[src/rtl/pseudo_softmax_pkg.sv]
// pseudo_softmax_pkg: shared states, term format and the base-2 piecewise-linear exponential.
package pseudo_softmax_pkg;
  typedef enum logic [1:0] {LOAD, SUM, DIV, OUT} state_t;
  localparam int unsigned ONE = 32768;
  localparam int TERM_W = 16;
  // Q1.15 approximation of 2^-(d / 2^frac): linear between integer powers, flushed to zero past 2^-15.
  function automatic logic [TERM_W-1:0] pwl_exp2(input int unsigned d, input int unsigned frac);
    int unsigned i, f, t;
    i = d >> frac;
    f = d & ((32'd1 << frac) - 32'd1);
    t = ONE - (f << (14 - frac));
    return (i >= 16) ? '0 : TERM_W'(t >> i);
  endfunction
endpackage

[src/rtl/pseudo_softmax_vec_if.sv]
// pseudo_softmax_if: score input stream and probability output stream of the softmax engine.
interface pseudo_softmax_if #(parameter int DATA_W = 8, parameter int OUT_W = 8);
  logic [DATA_W-1:0] in_data;
  logic in_valid, in_last, in_ready;
  logic [OUT_W-1:0] out_data;
  logic out_valid, out_last, out_ready;
  modport master (output in_data, in_valid, in_last, out_ready, input in_ready, out_data, out_valid, out_last);
  modport slave (input in_data, in_valid, in_last, out_ready, output in_ready, out_data, out_valid, out_last);
endinterface

[src/rtl/pseudo_softmax_vec_div.sv]
// seq_restoring_div: q = floor(num * 2^Q_W / den) saturated, one quotient bit per cycle.
module seq_restoring_div #(
  parameter int NUM_W = 16,
  parameter int DEN_W = 19,
  parameter int Q_W = 8
) (
  input  logic clk,
  input  logic rst_n,
  input  logic start,
  input  logic [NUM_W-1:0] num,
  input  logic [DEN_W-1:0] den,
  output logic busy,
  output logic done,
  output logic [Q_W-1:0] q
);
  localparam int CW = $clog2(Q_W);
  logic [DEN_W-1:0] r, r_src, r_next, num_ext;
  logic [DEN_W:0] sh;
  logic [Q_W-1:0] qs, qs_src, qs_next;
  logic [CW-1:0] cnt;
  logic sat, sat_src, ge;
  // The first quotient bit is produced on the start edge, so Q_W edges cover all bits.
  always_comb begin
    num_ext = DEN_W'(num);
    r_src = start ? num_ext : r;
    sat_src = start ? (num_ext >= den) : sat;
    qs_src = start ? '0 : qs;
    sh = {r_src, 1'b0};
    ge = sh >= {1'b0, den};
    r_next = ge ? DEN_W'(sh - {1'b0, den}) : sh[DEN_W-1:0];
    qs_next = {qs_src[Q_W-2:0], ge};
    done = busy && cnt == CW'(1);
  end
  always_ff @(posedge clk or negedge rst_n) begin
    if (!rst_n) begin
      r <= '0;
      qs <= '0;
      cnt <= '0;
      sat <= 1'b0;
      busy <= 1'b0;
      q <= '0;
    end else if (start || busy) begin
      r <= r_next;
      qs <= qs_next;
      sat <= sat_src;
      cnt <= start ? CW'(Q_W - 1) : cnt - 1'b1;
      busy <= !done;
      if (done) q <= sat_src ? '1 : qs_next;
    end
  end
endmodule

[src/rtl/pseudo_softmax_vec.sv]
// pseudo_softmax_vec: buffers a score vector, sums base-2 exponentials relative to its max,
// then streams each normalised probability out through a sequential divider.
module pseudo_softmax_vec import pseudo_softmax_pkg::*; #(
  parameter int DATA_W = 8,
  parameter int FRAC = 4,
  parameter int MAX_N = 8,
  parameter int OUT_W = 8
) (
  input logic clk,
  input logic rst_n,
  pseudo_softmax_if.slave bus
);
  localparam int IDX_W = $clog2(MAX_N);
  localparam int SUM_W = TERM_W + $clog2(MAX_N);
  state_t state, nxt;
  logic [IDX_W-1:0] cnt, idx;
  logic [DATA_W-1:0] mx;
  logic [SUM_W-1:0] sum;
  logic [DATA_W-1:0] score_buf [MAX_N];
  logic [TERM_W-1:0] term_buf [MAX_N];
  logic [TERM_W-1:0] term;
  logic [OUT_W-1:0] q;
  logic hs, at_end, start, busy, done, last_r;
  assign hs = bus.in_valid && state == LOAD;
  assign at_end = idx == cnt;
  assign term = pwl_exp2(32'(mx - score_buf[idx]), FRAC);
  assign start = state == DIV && !busy;
  assign bus.in_ready = state == LOAD;
  assign bus.out_valid = state == OUT;
  assign bus.out_data = q;
  assign bus.out_last = last_r;
  seq_restoring_div #(.NUM_W(TERM_W), .DEN_W(SUM_W), .Q_W(OUT_W)) u_div (
    .clk(clk), .rst_n(rst_n), .start(start), .num(term_buf[idx]), .den(sum),
    .busy(busy), .done(done), .q(q)
  );
  always_ff @(posedge clk or negedge rst_n) begin
    if (!rst_n) state <= LOAD;
    else state <= nxt;
  end
  always_comb begin
    nxt = state;
    case (state)
      LOAD: if (hs && (bus.in_last || cnt == IDX_W'(MAX_N - 1))) nxt = SUM;
      SUM: if (at_end) nxt = DIV;
      DIV: if (done) nxt = OUT;
      OUT: if (bus.out_ready) nxt = at_end ? LOAD : DIV;
    endcase
  end
  // cnt stops on the final element, so it doubles as the last index of the vector.
  always_ff @(posedge clk or negedge rst_n) begin
    if (!rst_n) begin
      cnt <= '0;
      idx <= '0;
      mx <= '0;
      sum <= '0;
      last_r <= 1'b0;
    end else begin
      case (state)
        LOAD: if (hs) begin
          mx <= bus.in_data > mx ? bus.in_data : mx;
          if (nxt == LOAD) cnt <= cnt + 1'b1;
        end
        SUM: begin
          sum <= sum + SUM_W'(term);
          idx <= at_end ? '0 : idx + 1'b1;
        end
        DIV: if (done) last_r <= at_end;
        OUT: if (bus.out_ready) begin
          last_r <= 1'b0;
          if (at_end) begin
            cnt <= '0;
            idx <= '0;
            mx <= '0;
            sum <= '0;
          end else idx <= idx + 1'b1;
        end
      endcase
    end
  end
  always_ff @(posedge clk) begin
    if (hs) score_buf[cnt] <= bus.in_data;
    if (state == SUM) term_buf[idx] <= term;
  end
endmodule
[src/flat_wrapper.sv]
// flat-port wrapper written by rule: the top's interface ports become plain ports
module pseudo_softmax_vec_flat import pseudo_softmax_pkg::*;
#(
  parameter int DATA_W = 8,
  parameter int FRAC = 4,
  parameter int MAX_N = 8,
  parameter int OUT_W = 8
)
  (clk, rst_n, bus_in_data, bus_in_valid, bus_in_last, bus_out_ready, bus_in_ready, bus_out_data, bus_out_valid, bus_out_last);
  pseudo_softmax_if #(.DATA_W(DATA_W), .OUT_W(OUT_W)) bus_i ();
  input logic clk;
  input logic rst_n;
  input wire logic [$bits(bus_i.in_data)-1:0] bus_in_data;
  input wire logic [$bits(bus_i.in_valid)-1:0] bus_in_valid;
  input wire logic [$bits(bus_i.in_last)-1:0] bus_in_last;
  input wire logic [$bits(bus_i.out_ready)-1:0] bus_out_ready;
  output wire logic [$bits(bus_i.in_ready)-1:0] bus_in_ready;
  output wire logic [$bits(bus_i.out_data)-1:0] bus_out_data;
  output wire logic [$bits(bus_i.out_valid)-1:0] bus_out_valid;
  output wire logic [$bits(bus_i.out_last)-1:0] bus_out_last;
  assign bus_i.in_data = bus_in_data;
  assign bus_i.in_valid = bus_in_valid;
  assign bus_i.in_last = bus_in_last;
  assign bus_i.out_ready = bus_out_ready;
  assign bus_in_ready = bus_i.in_ready;
  assign bus_out_data = bus_i.out_data;
  assign bus_out_valid = bus_i.out_valid;
  assign bus_out_last = bus_i.out_last;
  pseudo_softmax_vec #(.DATA_W(DATA_W), .FRAC(FRAC), .MAX_N(MAX_N), .OUT_W(OUT_W)) u_core (.clk(clk), .rst_n(rst_n), .bus(bus_i));
endmodule
[config.mk]
export PLATFORM = sky130hd
export DESIGN_NAME = pseudo_softmax_vec_flat
export DESIGN_NICKNAME = d
export VERILOG_FILES = /design/src/rtl/pseudo_softmax_pkg.sv /design/src/rtl/pseudo_softmax_vec_if.sv /design/src/rtl/pseudo_softmax_vec_div.sv /design/src/rtl/pseudo_softmax_vec.sv /design/src/flat_wrapper.sv
export SDC_FILE = /design/constraint.sdc
export NUM_CORES = 1
export LEC_CHECK = 0
export ABC_AREA = 1
export BUFFER_PORTS_ARGS = -buffer_cell sky130_fd_sc_hd__clkbuf_2
export CAP_MARGIN = 15
export CORE_UTILIZATION = 45
export DETAILED_ROUTE_END_ITERATION = 8
export GPL_TIMING_DRIVEN = 0
export PLACE_DENSITY = 0.62
export REMOVE_ABC_BUFFERS = 1
export SLEW_MARGIN = 15
export SYNTH_ARGS = -nofsm -noshare
export SYNTH_HDL_FRONTEND = slang
export SYNTH_SLANG_ARGS = --single-unit
[constraint.sdc]
create_clock -name clk -period 6.6 [get_ports clk]
set_clock_uncertainty 0.15 [all_clocks]
set_input_delay 0.66 -clock clk [delete_from_list [all_inputs] [get_ports clk]]
set_output_delay 0.66 -clock clk [all_outputs]
set_load 0.02 [all_outputs]
==> flow_summary.rst <==
.. list-table::
   :header-rows: 1

   * - Metric
     - Value
   * - Run status
     - finished clean
   * - Global-route wire length before repair
     - about 59000 um
   * - Non-filler cells in the finished layout
     - between 2000 and 2500
   * - Final worst path period share
     - 0.925
   * - Unrepaired setup endpoints after global routing
     - false
   * - Synth cell count leaders
     - 485 x sky130_fd_sc_hd__nand2_1, 192 x sky130_fd_sc_hd__edfxtp_1, 169 x sky130_fd_sc_hd__inv_1
   * - Antenna diode instance count
     - 0
   * - Max Cap Violations
     - 0
   * - Max Fanout on Critical Path
     - 46
   * - Antenna violations before repair
     - 0
   * - Area of the mapped netlist
     - between 10000 and 15000 um2
   * - Post-layout min period
     - around 6.1 ns
   * - Clock insertion delay at the later pin of the skew report
     - between 0.5 and 0.6 ns
   * - X dimension of the die
     - ~180 um
   * - Crit path arrival time
     - between 6 and 7 ns
   * - Number of standard-cell rows in the floorplan
     - 65
   * - Port Buffers
     - 23
   * - Fin nets
     - roughly 1800
   * - Pin count of the biggest net entering global routing
     - 52
   * - Routed vias/inst
     - about 5.2
   * - Count of warnings emitted by yosys
     - 0
   * - Class of the tightest hold or removal check
     - input pin to flip-flop
   * - Top cell type's share of synthesized area
     - 0.392
   * - Cell count after placement
     - 2057
   * - Clock transition at the registers of the reported paths
     - ~0.06 ns
   * - Fraction of synthesis flops using an asynchronous set or reset pin
     - 0.281
   * - Area delta synth->final
     - 11.3%
   * - Most common cell type on the critical path
     - sky130_fd_sc_hd__nand2_1
   * - Initial standard-cell utilization of the core
     - 0.461
   * - DRC violations left
     - 0
   * - Final hold violations
     - 0
   * - Number of top-level pins
     - 24
   * - Top FF cell, synth
     - sky130_fd_sc_hd__edfxtp_1
   * - Routability congestion estimate from global placement
     - around 0.90
   * - First-pass DRT Iterations
     - 5
   * - Library cell with the highest instance count after synthesis
     - sky130_fd_sc_hd__nand2_1
   * - Actual transition at the worst max-transition pin
     - about 1.2 ns
   * - Cts bufs inserted
     - 29
   * - Number of synthesized register bits
     - 267
   * - Data required time at the worst endpoint
     - ~6.9 ns
   * - Slew HR
     - 0.216
   * - Number of slew-limit violations in the final report
     - 0
   * - DIE HEIGHT
     - between 150 and 200 um
   * - Library cell occupying the most area in the post-synthesis netlist
     - sky130_fd_sc_hd__edfxtp_1
   * - Detailed Route Iter0 Violations
     - roughly 800
   * - Antenna viol nets, final
     - 0
   * - Mean routed wirelength per cell
     - ~17 um
   * - Total clock sinks
     - ~270
   * - Final setup violation count
     - 0
   * - Vias post-DR
     - between 10000 and 15000
   * - Detailed placement HPWL
     - between 20000 and 30000 um
   * - Post-synthesis area per instance
     - between 8 and 9 um2
   * - Top post-synthesis cells by area
     - sky130_fd_sc_hd__edfxtp_1 39%, sky130_fd_sc_hd__dfrtp_1 13%, sky130_fd_sc_hd__nand2_1 12%
   * - CTS H-tree depth
     - 1
   * - Total congestion overflow
     - 0
   * - Total Die Area
     - approximately 33000 um2
   * - Buffer type at the clock tree root
     - sky130_fd_sc_hd__clkbuf_16
   * - Largest buffer count on any clock path
     - 3
   * - Max stage delay cell, worst path
     - sky130_fd_sc_hd__dfrtp_2
   * - Fill cells
     - roughly 2900
   * - Total track usage
     - 0.225
   * - Crit Path Category
     - flip-flop to flip-flop
   * - Largest stage delay on the critical path
     - ~0.52 ns
   * - Via count of the first global-routing pass
     - ~11000
   * - EDFF count, synth
     - ~190
   * - Synth Instances
     - between 1500 and 2000
   * - CTS tree
     - yes
   * - Crit start category
     - flip-flop
   * - Upper clock frequency limit
     - between 150 and 200 MHz
   * - Fraction of final layout cells with drive strength greater than 1
     - 0.110
   * - Final wirelength
     - around 37000 um
   * - Capturing element type of the critical path
     - flip-flop
   * - Sequential element share of the synthesized area
     - 0.520
   * - Core Area
     - ~32000 um2
   * - Count of cell types in the netlist
     - 48
[worst max-delay path: cells and delay by family, from the launching register on]
kind,cells,cell delay [ns]
compound gates,5,1.03
fa+ha+maj,3,1.03
buf+inv,6,1.02
flops,1,0.52
simple gates,17,2.18
[area by class of cell]
class | instances | area, um2 | share of cell area
multi-input cells | 1136 | 6130 | 0.374
flip-flops and latches | 267 | 7650 | 0.467
clock inverters | 12 | 168 | 0.0102
well taps | 435 | 544 | 0.0333
clock buffers | 42 | 815 | 0.0498
inverters | 185 | 711 | 0.0434
repair buffers | 43 | 352 | 0.0215
[repair_timing]
item / in CTS / in global routing
endpoints found under the setup margin: 16 / 14
setup buffers: 0 / 8
endpoints found under the hold margin: 24 / 0
hold buffers: 1 / 0
pin swaps: 0 / 1
gates resized for setup: 10 / 17
[sequential cells by signal (all words and copies together) (netlist names), 2 cells and up]
name and cells:
u_core.score_buf 64, u_core.u_div.cnt 3, u_core.sum 19, u_core.u_div.r 19, u_core.mx 8, u_core.state 2, u_core.u_div.qs 7, u_core.cnt 3
u_core.u_div.q 8, u_core.idx 3, u_core.term_buf 128
[path summary, 6_finish.rpt]
path,start,to,slack [ns],depth (start not counted)
worst max-delay path,u_core.idx[0],u_core.sum[17],0.50,31
worst min-delay path,bus_in_data[0],u_core.score_buf[0][0],0.28,1
worst max register to register,u_core.idx[0],u_core.sum[17],0.50,31
worst min register to register,u_core.u_div.r[8],u_core.u_div.r[8],0.33,2
max in group asynchronous,rst_n,u_core.idx[1],5.20,3
min in group asynchronous,rst_n,u_core.u_div.r[4],0.46,2
[layout by cell type, fill, tap and decap left out, drive strengths merged, types with 2 or more instances in the layout]
cell      netlist  routed
clkbuf          8      65
o21ai          90      90
o22ai          19      19
a22oi           8       8
and2            2       2
or2            15      15
a31oi           2       2
o21bai          5       5
nand4          26      26
nor2          106     106
a221oi          7       7
inv           184     184
xnor2          15      15
xor2            8       8
clkinvlp        0       2
nand3b         13      13
bufinv          0       3
o21a            2       2
clkinv          1       8
ha             73      73
nor3           10      10
buf            40      19
a22o            8       8
a21o            4       4
nand2         498     498
nand3         127     127
edfxtp        192     192
a21oi          92      92
dfrtp          75      75
fa              3       3
[layer usage]
metal / global-route usage / wire (um)
met4: 0.0746 / 1110
met1: 0.314 / 16900
met5: 0 / 0
met3: 0.0262 / 1640
met2: 0.365 / 16900
[metrics by stage]
stage                     hold slack [ns]  setup TNS [ns]  cell area, um2   util  worst slack [ns]
after floorplan                     0.214               0           14400      -             0.956
after global placement              0.305          -31.90           15000  0.471             -1.54
after detailed placement            0.310           -6.07           15200  0.477            -0.622
after CTS                           0.271               0           16200  0.509            0.0169
after global routing                0.283               0           16400  0.513            0.0355
final                               0.278               0           16400  0.513             0.497
[logic make-up after synthesis]
family,synth area share
adder cells (fa/ha/maj),0.0662
AO/OA/AOI/OAI,0.0911
AND/OR/NAND/NOR,0.237
flip-flops,0.520
XOR/XNOR,0.0152
buffers and inverters,0.0704
Power is left out: the tool's default activity adds up to more than one toggle a clock period on the data nets, which glitch-free logic cannot reach.
